$ cat src/rtl/mdio_slave_c22_c45_ovs.sv
`timescale 1ns/1ps
`default_nettype none
// +--------------------------------------------------------------------------+
// | mdio_slave_c22_c45_ovs                                                   |
// | Oversampled MDIO slave (clause 22 / clause 45) on the clk_25m domain.    |
// | Revision: 1.0                                                            |
// +--------------------------------------------------------------------------+
module mdio_slave_c22_c45_ovs #(
  parameter int PRE_MIN     = 32,
  parameter int SYNC_STAGES = 2,
  parameter int C45_EN      = 1
) (
  input  logic        clk_25m,
  input  logic        rst_n,
  input  logic        mdc,
  input  logic        mdio_in,
  output logic        mdio_out,
  output logic        mdio_oe,
  input  logic        enable,
  input  logic        opendrain_mode,
  input  logic [4:0]  legal_phy_addr,
  input  logic [4:0]  legal_phy_addr_mask,
  input  logic [4:0]  broadcast_addr,
  input  logic        broadcast_mode,
  output logic        req_valid,
  output logic        req_c45,
  output logic [1:0]  req_op,
  output logic [4:0]  req_prtad,
  output logic [4:0]  req_regad,
  output logic [15:0] req_wdata,
  input  logic        resp_valid,
  input  logic [15:0] resp_rdata,
  output logic        frame_err
);

  localparam logic [6:0] c_PRE_MIN = 7'(PRE_MIN);

  typedef enum logic [3:0] {
    S_IDLE, S_ST, S_OP, S_PHY, S_REG, S_TA, S_WDATA, S_RDATA, S_SKIP
  } state_t;

  logic [SYNC_STAGES-1:0] r_mdc_sync, r_mdio_sync;
  logic                   r_mdc_d;
  logic                   w_mdc_rise, w_mdio;

  state_t      r_state, w_state_nx;
  logic [4:0]  r_bit_cnt, w_bit_cnt_nx;
  logic [5:0]  r_pre_cnt, w_pre_cnt_nx;
  logic        r_c45, w_c45_nx;
  logic [1:0]  r_op, w_op_nx;
  logic [4:0]  r_prtad_sh, w_prtad_nx;
  logic [4:0]  r_regad_sh, w_regad_nx;
  logic [15:0] r_data_sh, w_data_nx;
  logic        r_ta1, w_ta1_nx;
  logic        r_rd, w_rd_nx;
  logic        r_resp_seen, w_resp_seen_nx;
  logic        r_oe_int, w_oe_int_nx;
  logic        r_mdio_out, w_out_nx;
  logic        r_mdio_oe;
  logic        r_req_valid, w_req_valid_nx;
  logic        r_frame_err, w_frame_err_nx;
  logic        r_req_c45, w_req_c45_nx;
  logic [1:0]  r_req_op, w_req_op_nx;
  logic [4:0]  r_req_prtad, w_req_prtad_nx;
  logic [4:0]  r_req_regad, w_req_regad_nx;
  logic [15:0] r_req_wdata, w_req_wdata_nx;

  logic        w_pre_ok, w_own_hit, w_bcast_hit, w_is_read, w_is_write, w_resp_ok;
  logic [15:0] w_rd_word;

  always_ff @(posedge clk_25m or negedge rst_n) begin
    if (!rst_n) begin
      r_mdc_sync  <= '0;
      r_mdio_sync <= '0;
      r_mdc_d     <= 1'b0;
    end else begin
      r_mdc_sync  <= {r_mdc_sync[SYNC_STAGES-2:0], mdc};
      r_mdio_sync <= {r_mdio_sync[SYNC_STAGES-2:0], mdio_in};
      r_mdc_d     <= r_mdc_sync[SYNC_STAGES-1];
    end
  end

  assign w_mdc_rise = r_mdc_sync[SYNC_STAGES-1] & ~r_mdc_d;
  assign w_mdio     = r_mdio_sync[SYNC_STAGES-1];

  // pre_cnt >= PRE_MIN written so it never degenerates to a constant compare
  assign w_pre_ok    = ({1'b0, r_pre_cnt} + 7'd1) > c_PRE_MIN;
  assign w_own_hit   = ((r_prtad_sh ^ legal_phy_addr) & legal_phy_addr_mask) == 5'd0;
  assign w_bcast_hit = broadcast_mode && (r_prtad_sh == broadcast_addr);
  assign w_is_read   = r_c45 ? r_op[1]  : (r_op == 2'b10);
  assign w_is_write  = r_c45 ? ~r_op[1] : (r_op == 2'b01);
  assign w_resp_ok   = r_resp_seen | resp_valid;
  assign w_rd_word   = w_resp_ok ? resp_rdata : 16'hFFFF;

  always_comb begin
    w_state_nx      = r_state;
    w_bit_cnt_nx    = r_bit_cnt;
    w_pre_cnt_nx    = r_pre_cnt;
    w_c45_nx        = r_c45;
    w_op_nx         = r_op;
    w_prtad_nx      = r_prtad_sh;
    w_regad_nx      = r_regad_sh;
    w_data_nx       = r_data_sh;
    w_ta1_nx        = r_ta1;
    w_rd_nx         = r_rd;
    w_resp_seen_nx  = r_resp_seen | resp_valid;
    w_oe_int_nx     = r_oe_int;
    w_out_nx        = r_mdio_out;
    w_req_valid_nx  = 1'b0;
    w_frame_err_nx  = 1'b0;
    w_req_c45_nx    = r_req_c45;
    w_req_op_nx     = r_req_op;
    w_req_prtad_nx  = r_req_prtad;
    w_req_regad_nx  = r_req_regad;
    w_req_wdata_nx  = r_req_wdata;

    if (!enable) begin
      w_state_nx   = S_IDLE;
      w_pre_cnt_nx = 6'd0;
      w_bit_cnt_nx = 5'd0;
      w_oe_int_nx  = 1'b0;
      w_out_nx     = 1'b1;
    end else if (w_mdc_rise) begin
      // bit counter holds the frame index (0..31) of the bit being sampled
      w_bit_cnt_nx = r_bit_cnt + 5'd1;
      case (r_state)
        S_IDLE: begin
          w_bit_cnt_nx = 5'd0;
          if (w_mdio) begin
            if (r_pre_cnt < 6'd32) w_pre_cnt_nx = r_pre_cnt + 6'd1;
          end else begin
            w_pre_cnt_nx = 6'd0;
            if (w_pre_ok) begin
              w_state_nx   = S_ST;
              w_bit_cnt_nx = 5'd1;
            end
          end
        end
        S_ST: begin
          if (w_mdio) begin
            w_c45_nx   = 1'b0;
            w_state_nx = S_OP;
          end else if (C45_EN != 0) begin
            w_c45_nx   = 1'b1;
            w_state_nx = S_OP;
          end else begin
            w_state_nx = S_SKIP;
          end
        end
        S_OP: begin
          w_op_nx = {r_op[0], w_mdio};
          if (r_bit_cnt == 5'd3) w_state_nx = S_PHY;
        end
        S_PHY: begin
          w_prtad_nx = {r_prtad_sh[3:0], w_mdio};
          if (r_bit_cnt == 5'd8) w_state_nx = S_REG;
        end
        S_REG: begin
          w_regad_nx = {r_regad_sh[3:0], w_mdio};
          if (r_bit_cnt == 5'd13) begin
            w_rd_nx = 1'b0;
            if (w_is_read && w_own_hit && !w_bcast_hit) begin
              w_rd_nx        = 1'b1;
              w_resp_seen_nx = 1'b0;
              w_req_valid_nx = 1'b1;
              w_req_c45_nx   = r_c45;
              w_req_op_nx    = r_op;
              w_req_prtad_nx = r_prtad_sh;
              w_req_regad_nx = w_regad_nx;
              w_req_wdata_nx = 16'h0000;
              w_state_nx     = S_TA;
            end else if (w_is_write && (w_own_hit || w_bcast_hit)) begin
              w_state_nx = S_TA;
            end else begin
              w_state_nx = S_SKIP;
            end
          end
        end
        S_TA: begin
          if (r_bit_cnt == 5'd14) begin
            if (r_rd) begin
              w_oe_int_nx = 1'b1;
              w_out_nx    = 1'b0;
            end else begin
              w_ta1_nx = w_mdio;
            end
          end else if (r_rd) begin
            w_frame_err_nx = ~w_resp_ok;
            w_out_nx       = w_rd_word[15];
            w_data_nx      = {w_rd_word[14:0], 1'b0};
            w_state_nx     = S_RDATA;
          end else if ({r_ta1, w_mdio} == 2'b10) begin
            w_state_nx = S_WDATA;
          end else begin
            w_frame_err_nx = 1'b1;
            w_state_nx     = S_SKIP;
          end
        end
        S_WDATA: begin
          w_data_nx = {r_data_sh[14:0], w_mdio};
          if (r_bit_cnt == 5'd31) begin
            w_req_valid_nx = 1'b1;
            w_req_c45_nx   = r_c45;
            w_req_op_nx    = r_op;
            w_req_prtad_nx = r_prtad_sh;
            w_req_regad_nx = r_regad_sh;
            w_req_wdata_nx = w_data_nx;
            w_state_nx     = S_IDLE;
          end
        end
        S_RDATA: begin
          if (r_bit_cnt == 5'd31) begin
            w_oe_int_nx = 1'b0;
            w_out_nx    = 1'b1;
            w_state_nx  = S_IDLE;
          end else begin
            w_out_nx  = r_data_sh[15];
            w_data_nx = {r_data_sh[14:0], 1'b0};
          end
        end
        S_SKIP: begin
          if (r_bit_cnt == 5'd31) w_state_nx = S_IDLE;
        end
        default: w_state_nx = S_IDLE;
      endcase
    end
  end

  always_ff @(posedge clk_25m or negedge rst_n) begin
    if (!rst_n) begin
      r_state     <= S_IDLE;
      r_bit_cnt   <= 5'd0;
      r_pre_cnt   <= 6'd0;
      r_c45       <= 1'b0;
      r_op        <= 2'd0;
      r_prtad_sh  <= 5'd0;
      r_regad_sh  <= 5'd0;
      r_data_sh   <= 16'd0;
      r_ta1       <= 1'b0;
      r_rd        <= 1'b0;
      r_resp_seen <= 1'b0;
      r_oe_int    <= 1'b0;
      r_mdio_out  <= 1'b1;
      r_mdio_oe   <= 1'b0;
      r_req_valid <= 1'b0;
      r_frame_err <= 1'b0;
      r_req_c45   <= 1'b0;
      r_req_op    <= 2'd0;
      r_req_prtad <= 5'd0;
      r_req_regad <= 5'd0;
      r_req_wdata <= 16'd0;
    end else begin
      r_state     <= w_state_nx;
      r_bit_cnt   <= w_bit_cnt_nx;
      r_pre_cnt   <= w_pre_cnt_nx;
      r_c45       <= w_c45_nx;
      r_op        <= w_op_nx;
      r_prtad_sh  <= w_prtad_nx;
      r_regad_sh  <= w_regad_nx;
      r_data_sh   <= w_data_nx;
      r_ta1       <= w_ta1_nx;
      r_rd        <= w_rd_nx;
      r_resp_seen <= w_resp_seen_nx;
      r_oe_int    <= w_oe_int_nx;
      r_mdio_out  <= w_out_nx;
      // enable is registered from the next values so the pin never glitches
      r_mdio_oe   <= w_oe_int_nx & (~opendrain_mode | ~w_out_nx);
      r_req_valid <= w_req_valid_nx;
      r_frame_err <= w_frame_err_nx;
      r_req_c45   <= w_req_c45_nx;
      r_req_op    <= w_req_op_nx;
      r_req_prtad <= w_req_prtad_nx;
      r_req_regad <= w_req_regad_nx;
      r_req_wdata <= w_req_wdata_nx;
    end
  end

  assign mdio_out  = r_mdio_out;
  assign mdio_oe   = r_mdio_oe;
  assign req_valid = r_req_valid;
  assign frame_err = r_frame_err;
  assign req_c45   = r_req_c45;
  assign req_op    = r_req_op;
  assign req_prtad = r_req_prtad;
  assign req_regad = r_req_regad;
  assign req_wdata = r_req_wdata;

endmodule
`default_nettype wire

$ cat config.mk
export PLATFORM = sky130hd
export DESIGN_NAME = mdio_slave_c22_c45_ovs
export DESIGN_NICKNAME = d
export VERILOG_FILES = /design/src/rtl/mdio_slave_c22_c45_ovs.sv
export SDC_FILE = /design/constraint.sdc
export NUM_CORES = 1
export LEC_CHECK = 0
export ABC_AREA = 1
export BUFFER_PORTS_ARGS = -buffer_cell sky130_fd_sc_hd__buf_2
export CAP_MARGIN = 10
export CELL_PAD_IN_SITES_DETAIL_PLACEMENT = 0
export CELL_PAD_IN_SITES_GLOBAL_PLACEMENT = 1
export CORE_AREA = 2 2 107 109
export CTS_CLUSTER_SIZE = 8
export DETAILED_ROUTE_END_ITERATION = 12
export DIE_AREA = 0 0 109 111
export PLACE_DENSITY = 0.84
export SLEW_MARGIN = 20
export SYNTH_ARGS = -nofsm -noshare
export SYNTH_HDL_FRONTEND = slang
export SYNTH_SLANG_ARGS = --single-unit
$ cat constraint.sdc
create_clock -name clk_25m -period 2.2 [get_ports clk_25m]
set_input_delay 0.44 -clock clk_25m [delete_from_list [all_inputs] [get_ports clk_25m]]
set_output_delay 0.44 -clock clk_25m [all_outputs]
set_load 0.005 [all_outputs]
# Yosys cells after proc, flatten, opt, wreduce, memory -nomap -nowiden
# Cells that the tools add are included.
[totals]
regBits = 86
output_inout_bits = 33
[classes]
add_sub_neg = 3
order_cmp = 2
n_reduce_logical = 21
n_mux = 82
bitwise_logic = 12
n_eq_ne = 33
[op_table]
columns = ["cell", "n"]
rows = [
  ["$mux W16", 7],
  ["$mux W4", 13],
  ["$pmux W16 S3", 1],
  ["$mux W5", 9],
  ["$mux W1", 35],
  ["$pmux W16 S2", 1],
  ["$mux W6", 5],
  ["$pmux W4 S7", 1],
  ["$pmux W5 S2", 2],
  ["$ne A3 B3 Y1 const B", 6],
  ["$eq A4 B3 Y1 const B", 4],
  ["$eq A5 B4 Y1 const B", 3],
  ["$reduce_and A3 Y1", 5],
  ["$ne A2 B2 Y1 const B", 6],
  ["$reduce_and A6 Y1", 2],
  ["$eq A4 B2 Y1 const B", 2],
  ["$pmux W1 S2", 4],
  ["$reduce_and A8 Y1", 1],
  ["$add A6 B1 Y7 const B", 1],
  ["$gt A7 B6 Y1 const B", 1],
  ["$add A6 B1 Y6 const B", 1],
  ["$lt A6 B6 Y1 const B", 1],
  ["$mux W2", 3],
  ["$ne A3 B2 Y1 const B", 2],
  ["other kinds (25)", 37],
]

# Logic depth before layout (Yosys ltp)
[logic_depth]
word_depth = 11
ltp_mapped = 13
mapped_depth_nobuf = 13

# Worst setup path before layout
# No wires, ideal clock.
[synth_path]
path_kind = "register to register"
startpoint = "register r_bit_cnt[0]"
endpoint = "register r_data_sh[15]"
stages_incl_launch_ff = 10
path_slack_ps = 547
synth_period_minus_slack_ps = 1653
arrival_time_ps = 1524
setup_time_ps = 129
cell_sequence = "dfrtp_1 ha_1 inv_1 nor2_1 ha_1 nand4_1 nand3_1 a21oi_2 buf_2 a31oi_1"
[synth_via]
elab_chain_len = 3
[synth_rtl]
columns = ["element", "line_no", "rtl"]
rows = [
  ["start, declared", "47", "logic [4:0] r_bit_cnt, w_bit_cnt_nx;"],
  ["start signal, assigned", "254", "r_bit_cnt <= w_bit_cnt_nx;"],
  ["$eq A5 B5 Y1 or $eq A5 B4 Y1 (tied branches)", "212, 180", ""],
  ["$ne A2 B2 Y1 (no source line)", "-", ""],
  ["$reduce_and A6 Y1 (no source line) (*)", "-", ""],
  ["end signal, assigned", "260", "r_data_sh <= w_data_nx;"],
  ["end, declared", "53", "logic [15:0] r_data_sh, w_data_nx;"],
]
# Mark *: on every way between the ends. The rest lies on a longest branch, timed or not.
# A chain may end at the register's enable or synchronous reset.

# Worst setup path in the final report
[layout_path]
startpoint = "register r_mdc_sync[1]"
endpoint = "register r_rd"
[layout_via]
elab_chain_len = 2
[layout_rtl]
columns = ["element", "line_no", "rtl"]
rows = [
  ["start, declared", "42", "logic [SYNC_STAGES-1:0] r_mdc_sync, r_mdio_sync;"],
  ["start signal, assigned", "77", "r_mdc_sync <= {r_mdc_sync[SYNC_STAGES-2:0], mdc};"],
  ["$and A1 B1 Y1", "83", "assign w_mdc_rise = r_mdc_sync[SYNC_STAGES-1] & ~r_mdc_d;"],
  ["$reduce_and A4 Y1 (no source line)", "-", ""],
  ["end signal, assigned", "262", "r_rd <= w_rd_nx;"],
  ["end, declared", "55", "logic r_rd, w_rd_nx;"],
]
# Every way passes these cells.

==> impl_metrics.tcl <==
set metrics [dict create \
    synth-async-reset-ratio_pct 100.0 \
    finClkSkew_ns 0.008619 \
    power_mw 3.728 \
    vias 3942 \
    grt.busiest_layer "met2" \
    met2_usage_pct 28.78 \
    grtUsageMet1_pct 25.81 \
    dp_slack_ns 0.3508 \
    viasPerCell 4.903 \
    numCtsBuffers 9 \
    crit_path_start "r_mdc_sync[1]$_DFF_PN0_" \
    synth_cells 584 \
    yosysSeqAreaShare_pct 49.31 \
    core_um2 11080 \
    pwr-share-comb_pct 11.7 \
    finalHoldViolCount 0 \
    fin_util_pct 47.16 \
    startpoint_type "flip-flop" \
    post_cts_resized 0 \
    r2r_setup_slack_ns 0.33 \
    setup_tns_ns 0 \
    htree_levels 3 \
    gr-total-overflow 0 \
    grt_max_degree 33 \
    whs_ns 0.2137 \
    drt_wl_total_um 10380 \
    path_max_fanout 24 \
    power_density_nw_per_um2 713.6 \
    cap_violations 0 \
    timing.rr.start "r_mdc_sync[1]$_DFF_PN0_" \
    dp.cells 787 \
    cts.clk_slew.worst_paths_ns 0.06 \
    power_frac_seq_pct 46.8 \
    max_freq_mhz 535.5 \
    fill_cells 1103 \
    place_area_um2 4911 \
    grt_util_met3_pct 3.351 \
    stdcell_count 804 \
    firstDrtPassIters 5 \
    cts-root-buf "clkbuf_16" \
    internal_power_mw 2.759 \
    die_w_um 109 \
    synth_top_area_share_pct 48.71 \
    fin_crit_ns 1.868 \
    clock_latency_ns 0.33 \
    portBuffers 71 \
    cts_tree "yes" \
    synthesis.area_um2 4367 \
    drt_iter0_markers 230 \
    fin_nets 701 \
    drc 0 \
    ys_top_cells_by_area "dfrtp_1, nand2_1, o21ai_0, nand3_1, inv_1" \
    r2r_cells 8 \
    synth_largest_area_cell "dfrtp_1" \
    ios 72 \
    ir_worst_vdd_mv 0.4484 \
    antenna_left 0 \
    crit_end "r_rd$_DFFE_PN0P_" \
    switchingPower_mw 0.9690 \
    drv_slew 0 \
    clock_sinks 86 \
    post-route-period-util_pct 84.89 \
    clockBufferDepth 2 \
    holdCritPathClass "primary input to flip-flop" \
    gp_congestion 0.9239 \
    wl_per_cell_um 12.91 \
    synth_seq_cells 86 \
    start_util_pct 39.42 \
    dieArea_um2 12100 \
    clkPwrFrac_pct 41.5 \
    swShare_pct 26.00 \
    p_leak_nw 2.849 \
    critical_path_class "flip-flop to flip-flop" \
    synth_warnings 0 \
    synth_edf_count 0 \
    grt_antenna_before_repair 0 \
    area_growth_pct 19.63 \
    synth-main-ff-cell "dfrtp_1" \
    finalSetupViolations 0 \
    synth_most_common_cell "nand2_1" \
    ys_top_cells_by_count "nand2_1, dfrtp_1, o21ai_0, inv_1, nand3_1" \
    arrival_ns 2.09 \
    rows 39 \
    synth_nets 629 \
    fin_ws_ns 0.3325 \
    ys_types 31 \
    post-dp-hpwl_um 7690 \
    grt_usage_pct 18.45 \
    antenna_cells 0 \
    outcome "finished clean" \
    final_cell_area_um2 5224 \
    die_height_um 111 \
    worstMarginPinSlew_ns 0.4355 \
    avgSynthCellArea_um2 7.477 \
    required_ns 2.42 \
    reg2reg_to "r_rd$_DFFE_PN0P_" \
    grt_pass1_vias 3697 \
    rsz0062_at_grt "false" \
    drive_above_1_share_pct 16.34 \
    cp-end-kind "flip-flop" \
    maxSlewHeadroom_pct 70.97 \
    grt_pass1_wl_um 17600 \
]
[layout by cell type (no fill, tap or decap), types with 3 or more instances in the layout]
cell type,n
inv_1,72
dfrtp_1,85
buf_4,11
nand2_1,171
nor3_1,3
nor2_1,48
nor2_2,3
o21ai_0,74
buf_2,70
nand4_1,6
a21oi_1,10
ha_1,6
clkbuf_16,9
nand3_1,60
a31oi_1,3
[cells by family after synthesis]
logic type	after synthesis	share of synthesized area, %
adders and majority gates	6	1.719
and+or+nand+nor	298	28.45
AOI/OAI and AO/OA	95	11.29
buffers and inverters	97	8.825
DFF	86	49.31
xor gates and xnor gates	2	0.4012
[how the worst min path moves through the flow]
stage | slack (ns) | from | to | cells past startpoint
6_report | 0.21 | mdio_in | r_mdio_sync[0]$_DFF_PN0_ | 1
5_1_grt | 0.20 | mdc | r_mdc_sync[0]$_DFF_PN0_ | 1
4_1_cts | 0.21 | mdc | r_mdc_sync[0]$_DFF_PN0_ | 1
3_5_place_dp | 0.31 | rst_n | req_wdata[10]$_DFFE_PN0P_ | 1
3_3_place_gp | 0.31 | rst_n | req_wdata[10]$_DFFE_PN0P_ | 1
2_1_floorplan | 0.14 | rst_n | frame_err$_DFF_PN0_ | 0
[flip-flops by register name, indices dropped and copies added (netlist names), 4 cells and up]
| register | count |
|---|---|
| r_data_sh | 16 |
| r_regad_sh | 5 |
| req_wdata | 16 |
| req_regad | 5 |
| r_pre_cnt | 6 |
| r_bit_cnt | 5 |
| req_prtad | 5 |
| r_prtad_sh | 5 |
| r_state | 4 |
[metal layers]
metal | share of wire (%) | vias up
li1 | - | 2000
met1 | 47 | 1843
met2 | 48 | 86
met3 | 3.9 | 13
met4 | 1.6 | 0
met5 | 0 | -
[repair_timing]
item / 4_1_cts / 5_1_grt
setup buffers: 0 / 0
endpoints found under the hold margin: 12 / 0
setup endpoints to repair: 0 / 0
hold buffers: 1 / 0
[power groups by stage]
stage | Sequential (mW) | Combinational [mW] | Clock [mW]
after floorplan | 1.74 | 0.302 | 0
after global placement | 1.77 | 0.430 | 0
after detailed placement | 1.77 | 0.437 | 0
after CTS | 1.74 | 0.441 | 1.57
after global routing | 1.75 | 0.508 | 1.66
final | 1.74 | 0.436 | 1.55
[worst max-delay path: stages (launching register included)]
cell	delay, ns
dfrtp_1	0.34
inv_1	0.04
nor2_1	0.23
nand2_1	0.16
inv_1	0.12
buf_4	0.28
nand2_1	0.27
o21ai_0	0.23
nand2_1	0.07
[final cells by class]
type	instances	area (um2)	area share, %
Multi-Input combinational cell	401	1828	34.99
Timing Repair Buffer	84	483.0	9.246
Sequential cell	86	2153	41.22
Tap cell	143	178.9	3.425
Clock buffer	13	260.3	4.982
Clock inverter	3	42.54	0.8144
Inverter	74	277.8	5.317
No activity file was read; power rests on OpenSTA's default activity.
